==> src/rtl/conv_job_sched_if.sv <==
// Job handshake between conv_job_sched (master) and the convolution engine (slave).
// A job transfers on fire = job_valid & job_ready; once job_valid rises, it and every job_* field hold until fire.
interface conv_job_sched_if;
  logic       job_valid;
  logic       job_ready;
  logic       job_layer;
  logic [3:0] job_oc;
  logic [4:0] job_row;
  logic [2:0] job_ic;
  logic       job_first_ic;
  logic       job_last_ic;
  logic       job_done;

  modport master (
    output job_valid, job_layer, job_oc, job_row, job_ic, job_first_ic, job_last_ic,
    input  job_ready, job_done
  );

  modport slave (
    input  job_valid, job_layer, job_oc, job_row, job_ic, job_first_ic, job_last_ic,
    output job_ready, job_done
  );
endinterface

==> src/rtl/conv_job_sched.sv <==
// Row-job sequencer for the shared conv engine: walks CONV1 then CONV2 as (oc, row, ic) jobs.
// Optional CONV_JOB_SCHED_PERF_EN adds stall_cycles / run_cycles counters.
module conv_job_sched #(
  parameter int L1_OC   = 6,
  parameter int L1_IC   = 1,
  parameter int L1_ROWS = 24,
  parameter int L2_OC   = 16,
  parameter int L2_IC   = 6,
  parameter int L2_ROWS = 8,
  parameter int MAX_OUT = 2
) (
  input  logic              clk,
  input  logic              srstn,
  input  logic              conv_start,
  conv_job_sched_if.master  job,
  output logic              conv1_done,
  output logic              conv_done,
  output logic              busy,
  output logic              err,
  output logic [1:0]        state_dbg
`ifdef CONV_JOB_SCHED_PERF_EN
  ,
  output logic [15:0]       stall_cycles,
  output logic [15:0]       run_cycles
`endif
);

  typedef enum logic [1:0] {IDLE = 2'd0, ISSUE = 2'd1, DRAIN = 2'd2, DONE = 2'd3} state_t;

  localparam logic [3:0] L1_OC_MAX   = 4'(L1_OC - 1);
  localparam logic [4:0] L1_ROW_MAX  = 5'(L1_ROWS - 1);
  localparam logic [2:0] L1_IC_MAX   = 3'(L1_IC - 1);
  localparam logic [3:0] L2_OC_MAX   = 4'(L2_OC - 1);
  localparam logic [4:0] L2_ROW_MAX  = 5'(L2_ROWS - 1);
  localparam logic [2:0] L2_IC_MAX   = 3'(L2_IC - 1);
  localparam logic [2:0] MAX_OUT_V   = 3'(MAX_OUT);

  state_t     state;
  logic       layer;
  logic [3:0] oc;
  logic [4:0] row;
  logic [2:0] ic;
  logic       valid;
  logic [2:0] outst;

  logic [3:0] oc_max;
  logic [4:0] row_max;
  logic [2:0] ic_max;
  logic       fire;
  logic       done_ok;
  logic       last_job;
  logic [2:0] outst_next;

  always_comb begin
    oc_max  = layer ? L2_OC_MAX  : L1_OC_MAX;
    row_max = layer ? L2_ROW_MAX : L1_ROW_MAX;
    ic_max  = layer ? L2_IC_MAX  : L1_IC_MAX;
  end

  assign fire     = valid & job.job_ready;
  // A completion with nothing in flight is an engine protocol error, never a count change.
  assign done_ok  = job.job_done & (outst != 3'd0);
  assign last_job = (ic == ic_max) && (row == row_max) && (oc == oc_max);

  always_comb begin
    outst_next = outst;
    if (fire && !done_ok)      outst_next = outst + 3'd1;
    else if (!fire && done_ok) outst_next = outst - 3'd1;
  end

  always_ff @(posedge clk) begin
    if (!srstn) begin
      state      <= IDLE;
      layer      <= 1'b0;
      oc         <= 4'd0;
      row        <= 5'd0;
      ic         <= 3'd0;
      valid      <= 1'b0;
      outst      <= 3'd0;
      conv1_done <= 1'b0;
      conv_done  <= 1'b0;
      busy       <= 1'b0;
      err        <= 1'b0;
    end else begin
      conv1_done <= 1'b0;
      conv_done  <= 1'b0;
      outst      <= outst_next;
      if (job.job_done && outst == 3'd0) err <= 1'b1;

      // ic innermost, then row, then oc; the final job wraps everything back to zero.
      if (fire) begin
        if (ic != ic_max) begin
          ic <= ic + 3'd1;
        end else begin
          ic <= 3'd0;
          if (row != row_max) begin
            row <= row + 5'd1;
          end else begin
            row <= 5'd0;
            oc  <= (oc != oc_max) ? oc + 4'd1 : 4'd0;
          end
        end
      end

      case (state)
        IDLE: begin
          if (conv_start) begin
            state <= ISSUE;
            layer <= 1'b0;
            oc    <= 4'd0;
            row   <= 5'd0;
            ic    <= 3'd0;
            busy  <= 1'b1;
          end
        end
        ISSUE: begin
          if (fire && last_job) begin
            state <= DRAIN;
            valid <= 1'b0;
          end else if (!valid || fire) begin
            // A presented job is never withdrawn; only re-evaluate when none is pending.
            valid <= (outst_next < MAX_OUT_V);
          end
        end
        DRAIN: begin
          if (outst_next == 3'd0) begin
            if (!layer) begin
              state      <= ISSUE;
              layer      <= 1'b1;
              oc         <= 4'd0;
              row        <= 5'd0;
              ic         <= 3'd0;
              conv1_done <= 1'b1;
            end else begin
              state     <= DONE;
              conv_done <= 1'b1;
            end
          end
        end
        DONE: begin
          state <= IDLE;
          busy  <= 1'b0;
        end
        default: state <= IDLE;
      endcase
    end
  end

  assign job.job_valid    = valid;
  assign job.job_layer    = layer;
  assign job.job_oc       = oc;
  assign job.job_row      = row;
  assign job.job_ic       = ic;
  assign job.job_first_ic = valid & (ic == 3'd0);
  assign job.job_last_ic  = valid & (ic == ic_max);
  assign state_dbg        = state;

`ifdef CONV_JOB_SCHED_PERF_EN
  always_ff @(posedge clk) begin
    if (!srstn) begin
      stall_cycles <= 16'd0;
      run_cycles   <= 16'd0;
    end else if (state == IDLE && conv_start) begin
      stall_cycles <= 16'd0;
      run_cycles   <= 16'd0;
    end else begin
      if (valid && !job.job_ready && stall_cycles != 16'hFFFF) stall_cycles <= stall_cycles + 16'd1;
      if (busy && run_cycles != 16'hFFFF)                      run_cycles   <= run_cycles + 16'd1;
    end
  end
`endif

endmodule

==> src/flat_wrapper.sv <==
// flat-port wrapper written by rule: the top's interface ports become plain ports
module conv_job_sched_flat 
#(
  parameter int L1_OC   = 6,
  parameter int L1_IC   = 1,
  parameter int L1_ROWS = 24,
  parameter int L2_OC   = 16,
  parameter int L2_IC   = 6,
  parameter int L2_ROWS = 8,
  parameter int MAX_OUT = 2
)
  (clk, srstn, conv_start, conv1_done, conv_done, busy, err, state_dbg, job_job_valid, job_job_layer, job_job_oc, job_job_row, job_job_ic, job_job_first_ic, job_job_last_ic, job_job_ready, job_job_done);
  conv_job_sched_if job_i ();
  input  logic clk;
  input  logic srstn;
  input  logic conv_start;
  output logic conv1_done;
  output logic conv_done;
  output logic busy;
  output logic err;
  output logic [1:0] state_dbg;
  output wire logic [$bits(job_i.job_valid)-1:0] job_job_valid;
  output wire logic [$bits(job_i.job_layer)-1:0] job_job_layer;
  output wire logic [$bits(job_i.job_oc)-1:0] job_job_oc;
  output wire logic [$bits(job_i.job_row)-1:0] job_job_row;
  output wire logic [$bits(job_i.job_ic)-1:0] job_job_ic;
  output wire logic [$bits(job_i.job_first_ic)-1:0] job_job_first_ic;
  output wire logic [$bits(job_i.job_last_ic)-1:0] job_job_last_ic;
  input wire logic [$bits(job_i.job_ready)-1:0] job_job_ready;
  input wire logic [$bits(job_i.job_done)-1:0] job_job_done;
  assign job_job_valid = job_i.job_valid;
  assign job_job_layer = job_i.job_layer;
  assign job_job_oc = job_i.job_oc;
  assign job_job_row = job_i.job_row;
  assign job_job_ic = job_i.job_ic;
  assign job_job_first_ic = job_i.job_first_ic;
  assign job_job_last_ic = job_i.job_last_ic;
  assign job_i.job_ready = job_job_ready;
  assign job_i.job_done = job_job_done;
  conv_job_sched #(.L1_OC(L1_OC), .L1_IC(L1_IC), .L1_ROWS(L1_ROWS), .L2_OC(L2_OC), .L2_IC(L2_IC), .L2_ROWS(L2_ROWS), .MAX_OUT(MAX_OUT)) u_core (.clk(clk), .srstn(srstn), .conv_start(conv_start), .job(job_i), .conv1_done(conv1_done), .conv_done(conv_done), .busy(busy), .err(err), .state_dbg(state_dbg));
endmodule
==> config.mk <==
export PLATFORM = sky130hd
export DESIGN_NAME = conv_job_sched_flat
export DESIGN_NICKNAME = d
export VERILOG_FILES = /design/src/rtl/conv_job_sched_if.sv /design/src/rtl/conv_job_sched.sv /design/src/flat_wrapper.sv
export SDC_FILE = /design/constraint.sdc
export NUM_CORES = 1
export LEC_CHECK = 0
export ABC_CLOCK_PERIOD_IN_PS = 3300
export CAP_MARGIN = 15
export CORE_MARGIN = 4
export CORE_UTILIZATION = 30
export CTS_CLUSTER_SIZE = 10
export DETAILED_ROUTE_END_ITERATION = 8
export PLACE_DENSITY = 0.59
export SKIP_CTS_REPAIR_TIMING = 1
export SYNTH_ARGS = -nofsm -noshare
export SYNTH_HDL_FRONTEND = slang
export SYNTH_SLANG_ARGS = --single-unit
==> constraint.sdc <==
create_clock -name clk -period 3.3 [get_ports clk]
set_input_delay 0.66 -clock clk [delete_from_list [all_inputs] [get_ports clk]]
set_output_delay 0.66 -clock clk [all_outputs]
set_load 0.005 [all_outputs]
==> results.md <==
* Outcome: finished, final reports clean
* Vias in the first global route at about 960
* DR vias at slightly above 1000
* Initial antenna violation count at 0
* Fin Hold WS at 0.504 ns
* Clock Sinks at 23
* Design area at approximately 1600 um2
* Synth top cells by count: 23 x dfxtp_1, 11 x nor3_1, 7 x ha_1, 7 x inv_1, 7 x nand2_1
* Residual DRC at 0
* Met3 usage at 0.0220
* Mean Syn Cell Area at approximately 9.5 um2
* Final setup violation count at 0
* Synth area leader: dfxtp_1
* First-pass GRT wire length at about 4200 um
* DIE WIDTH at slightly above 70 um
* Crit path time final at 2.67 ns
* CTS tree: done
* R2R depth at 6
* GR Overflow Total at 0
* Share of cells above drive strength 1 at 0.0886
* Die H at around 73 um
* M1 GR Usage at 0.121
* R2R Path Start: u_core.job.job_layer
* Layout area overhead at 27.5%
* Reg2Reg Capture Point: u_core.state_dbg[1]
* CP peak stage delay at between 0.5 and 0.6 ns
* I/O Pins at 27
* Post-DP Area at around 1600 um2
* Combinational fraction of design power at 0.391
* Tcrit/Tclk final at 0.809
* Worst VDD drop at ~0.00017 V
* Worst Path Buf+Inv at 2
* Worst Setup End Kind: flip-flop
* Leading post-synthesis cells by cell area: dfxtp_1 37%, ha_1 7.0%, nor3_1 4.4%, xor2_1 4.2%, mux2i_1 3.2%
* CTS Buf Count at 3
* Maximum clock path buffer count at 2
* Starting Density at 0.312
* Vias per cell at 4.85
* Gr busiest metal: met2
* Seq cells post-synth at 23
* Number of routed nets with antenna violations at 0
* Synth async-reset ratio at 0
* Final setup margin at approximately 0.63 ns
* Fill cell count at between 400 and 500
* Seq/Total Area, Yosys at 0.366
* Clock H-tree levels at 1
* Most common cell in the netlist: dfxtp_1
* Levels on crit path at 8
* Cell family with most CP delay: simple AND/OR/NAND/NOR gates
* Synth Cell Area at 1260 um2
* Tot GR Track Use at 0.0989
* Synth Net Count at 144
* Slew Limit Headroom at 0.471
* CP max-delay cell: clkdlybuf4s50_1
* Switch share at 0.334
* Setup crit start kind: primary input
* Count of cell types in the netlist at 44
* Nets at 171
* Global Route met2 Usage at 0.166
* CP Class: in -> reg
* EDFF count, synth at 0
* Max Fclk at 0.375 GHz
* Worst Tran Pin Value at 0.788 ns
* Final Non-Filler Cells at about 210
* Core area at approximately 4000 um2
* Tot Pwr at just over 800 uW
* Unrepaired setup endpoints after global routing: false
* Clock Skew at around 0.002 ns
* Max cap viols at 0
* CP Data Required Time at 3.42 ns
* Ys flop type: dfxtp_1
* DR pass1 iterations at 4
* CTS root buf: clkbuf_8
* Setup crit start: job_job_ready
* Routed wire length at 2510 um
* Total leakage power at 0.572 nW
* Crit path DAT at roughly 2.8 ns
* Largest net degree at the start of global routing at 13
* Cell count after synthesis at around 130
* Pre-CTS setup slack at approximately 0.38 ns
* HP Class: reg -> reg
* Crit path max fanout at 12
* Clock power share at 0.211
* Die Area at around 5300 um2
* Crit path to: u_core.job.job_oc[1]
* Fin Setup TNS at 0 ns
* PortBufs at 26
* Antenna Cells at 0
* Drt wl/cell at 12.1 um
* Fin util at 0.398
* P_sw at 276 uW
* Final Hold Fails at 0
* Core Rows at 23
* Reg clk slew, reported paths at ~0.08 ns
* R2R setup slack at 1.04 ns
* Final Max Slew Viols at 0
* Placed Instances at 204
* Post-DP HPWL at around 1900 um
* Yosys warnings at 0
* Power Density at between 500 and 600 nW/um2
* CP cell instances: clkdlybuf4s50_1 > nand2_1 > and4_1 > or3_1 > a211oi_2 > nor4b_2 > buf_4 > nor4b_1
* Gpl congestion at around 0.77
* Synth top area share at 0.366
* Initial DRC Count at between 40 and 50
* Cell internal pwr at ~550 uW
* Clock Latency Late Sink at 0.26 ns
* Power share of the sequential group at 0.398
==> tightest hold or removal path, cell delays in order (launching register included) <==
cell	delay (ns)
dfxtp_1	0.34
a21oi_1	0.04
nor2b_1	0.09
==> logic make-up after synthesis <==
family	share of synthesized area
xor gates and xnor gates	0.0876
AOI/OAI and AO/OA	0.116
buffers and inverters	0.0507
muxes	0.0318
DFF	0.366
and+or+nand+nor	0.278
adders and majority gates	0.0696
==> per-layer routing <==
layer	part of all wire	vias up	wire [um]
li1	-	518	-
met1	0.47	468	1170
met2	0.46	16	1160
met3	0.048	6	120
met4	0.020	0	51
met5	0	-	0
==> state kept, by name, indices dropped and copies added (netlist names) <==
| name | flops |
|---|---|
| u_core.job.job_layer | 1 |
| u_core.conv1_done | 1 |
| u_core.job.job_valid | 1 |
| u_core.job.job_row | 5 |
| u_core.job.job_ic | 3 |
| u_core.conv_done | 1 |
| u_core.outst | 3 |
| u_core.job.job_oc | 4 |
| u_core.err | 1 |
| u_core.busy | 1 |
| u_core.state_dbg | 2 |
==> power by group through the flow <==
| stage | logic, mW | clock network, mW | registers, mW |
|---|---|---|---|
| after floorplan | 0.238 | 0 | 0.330 |
| after global placement | 0.320 | 0 | 0.333 |
| after detailed placement | 0.321 | 0 | 0.336 |
| after CTS | 0.323 | 0.178 | 0.330 |
| after global routing | 0.362 | 0.190 | 0.334 |
| final | 0.323 | 0.174 | 0.329 |
==> final cells by class <==
class / instances / area (um2) / share of cell area
inverter: 7 / 26.3 / 0.0164
clock buffer: 4 / 45.0 / 0.0281
tap: 50 / 62.6 / 0.0390
sequential: 23 / 460 / 0.287
timing repair buffer: 28 / 275 / 0.172
multi-input combinational: 96 / 733 / 0.457
==> worst min path at each step <==
stage | startpoint | endpoint | slack [ns] | cells past startpoint
final | u_core.err | u_core.err | 0.50 | 2
after global routing | u_core.err | u_core.err | 0.55 | 2
after CTS | u_core.err | u_core.err | 0.51 | 2
after detailed placement | u_core.err | u_core.err | 0.49 | 2
after global placement | u_core.err | u_core.err | 0.47 | 2
after floorplan | u_core.err | u_core.err | 0.48 | 2
==> placed cells by master (no fill, tap or decap), drive strengths merged, types with 3 or more instances in the layout <==
cell	instances
inv	7
xnor2	4
nand2b	3
nor4	4
nand4	3
clkbuf	4
a21oi	7
xor2	6
clkdlybuf4s50	26
mux2i	4
ha	7
nand2	8
nor2	4
dfxtp	23
nor3	12
nor4b	3
nor2b	5
(Power assumes the default switching activity.)
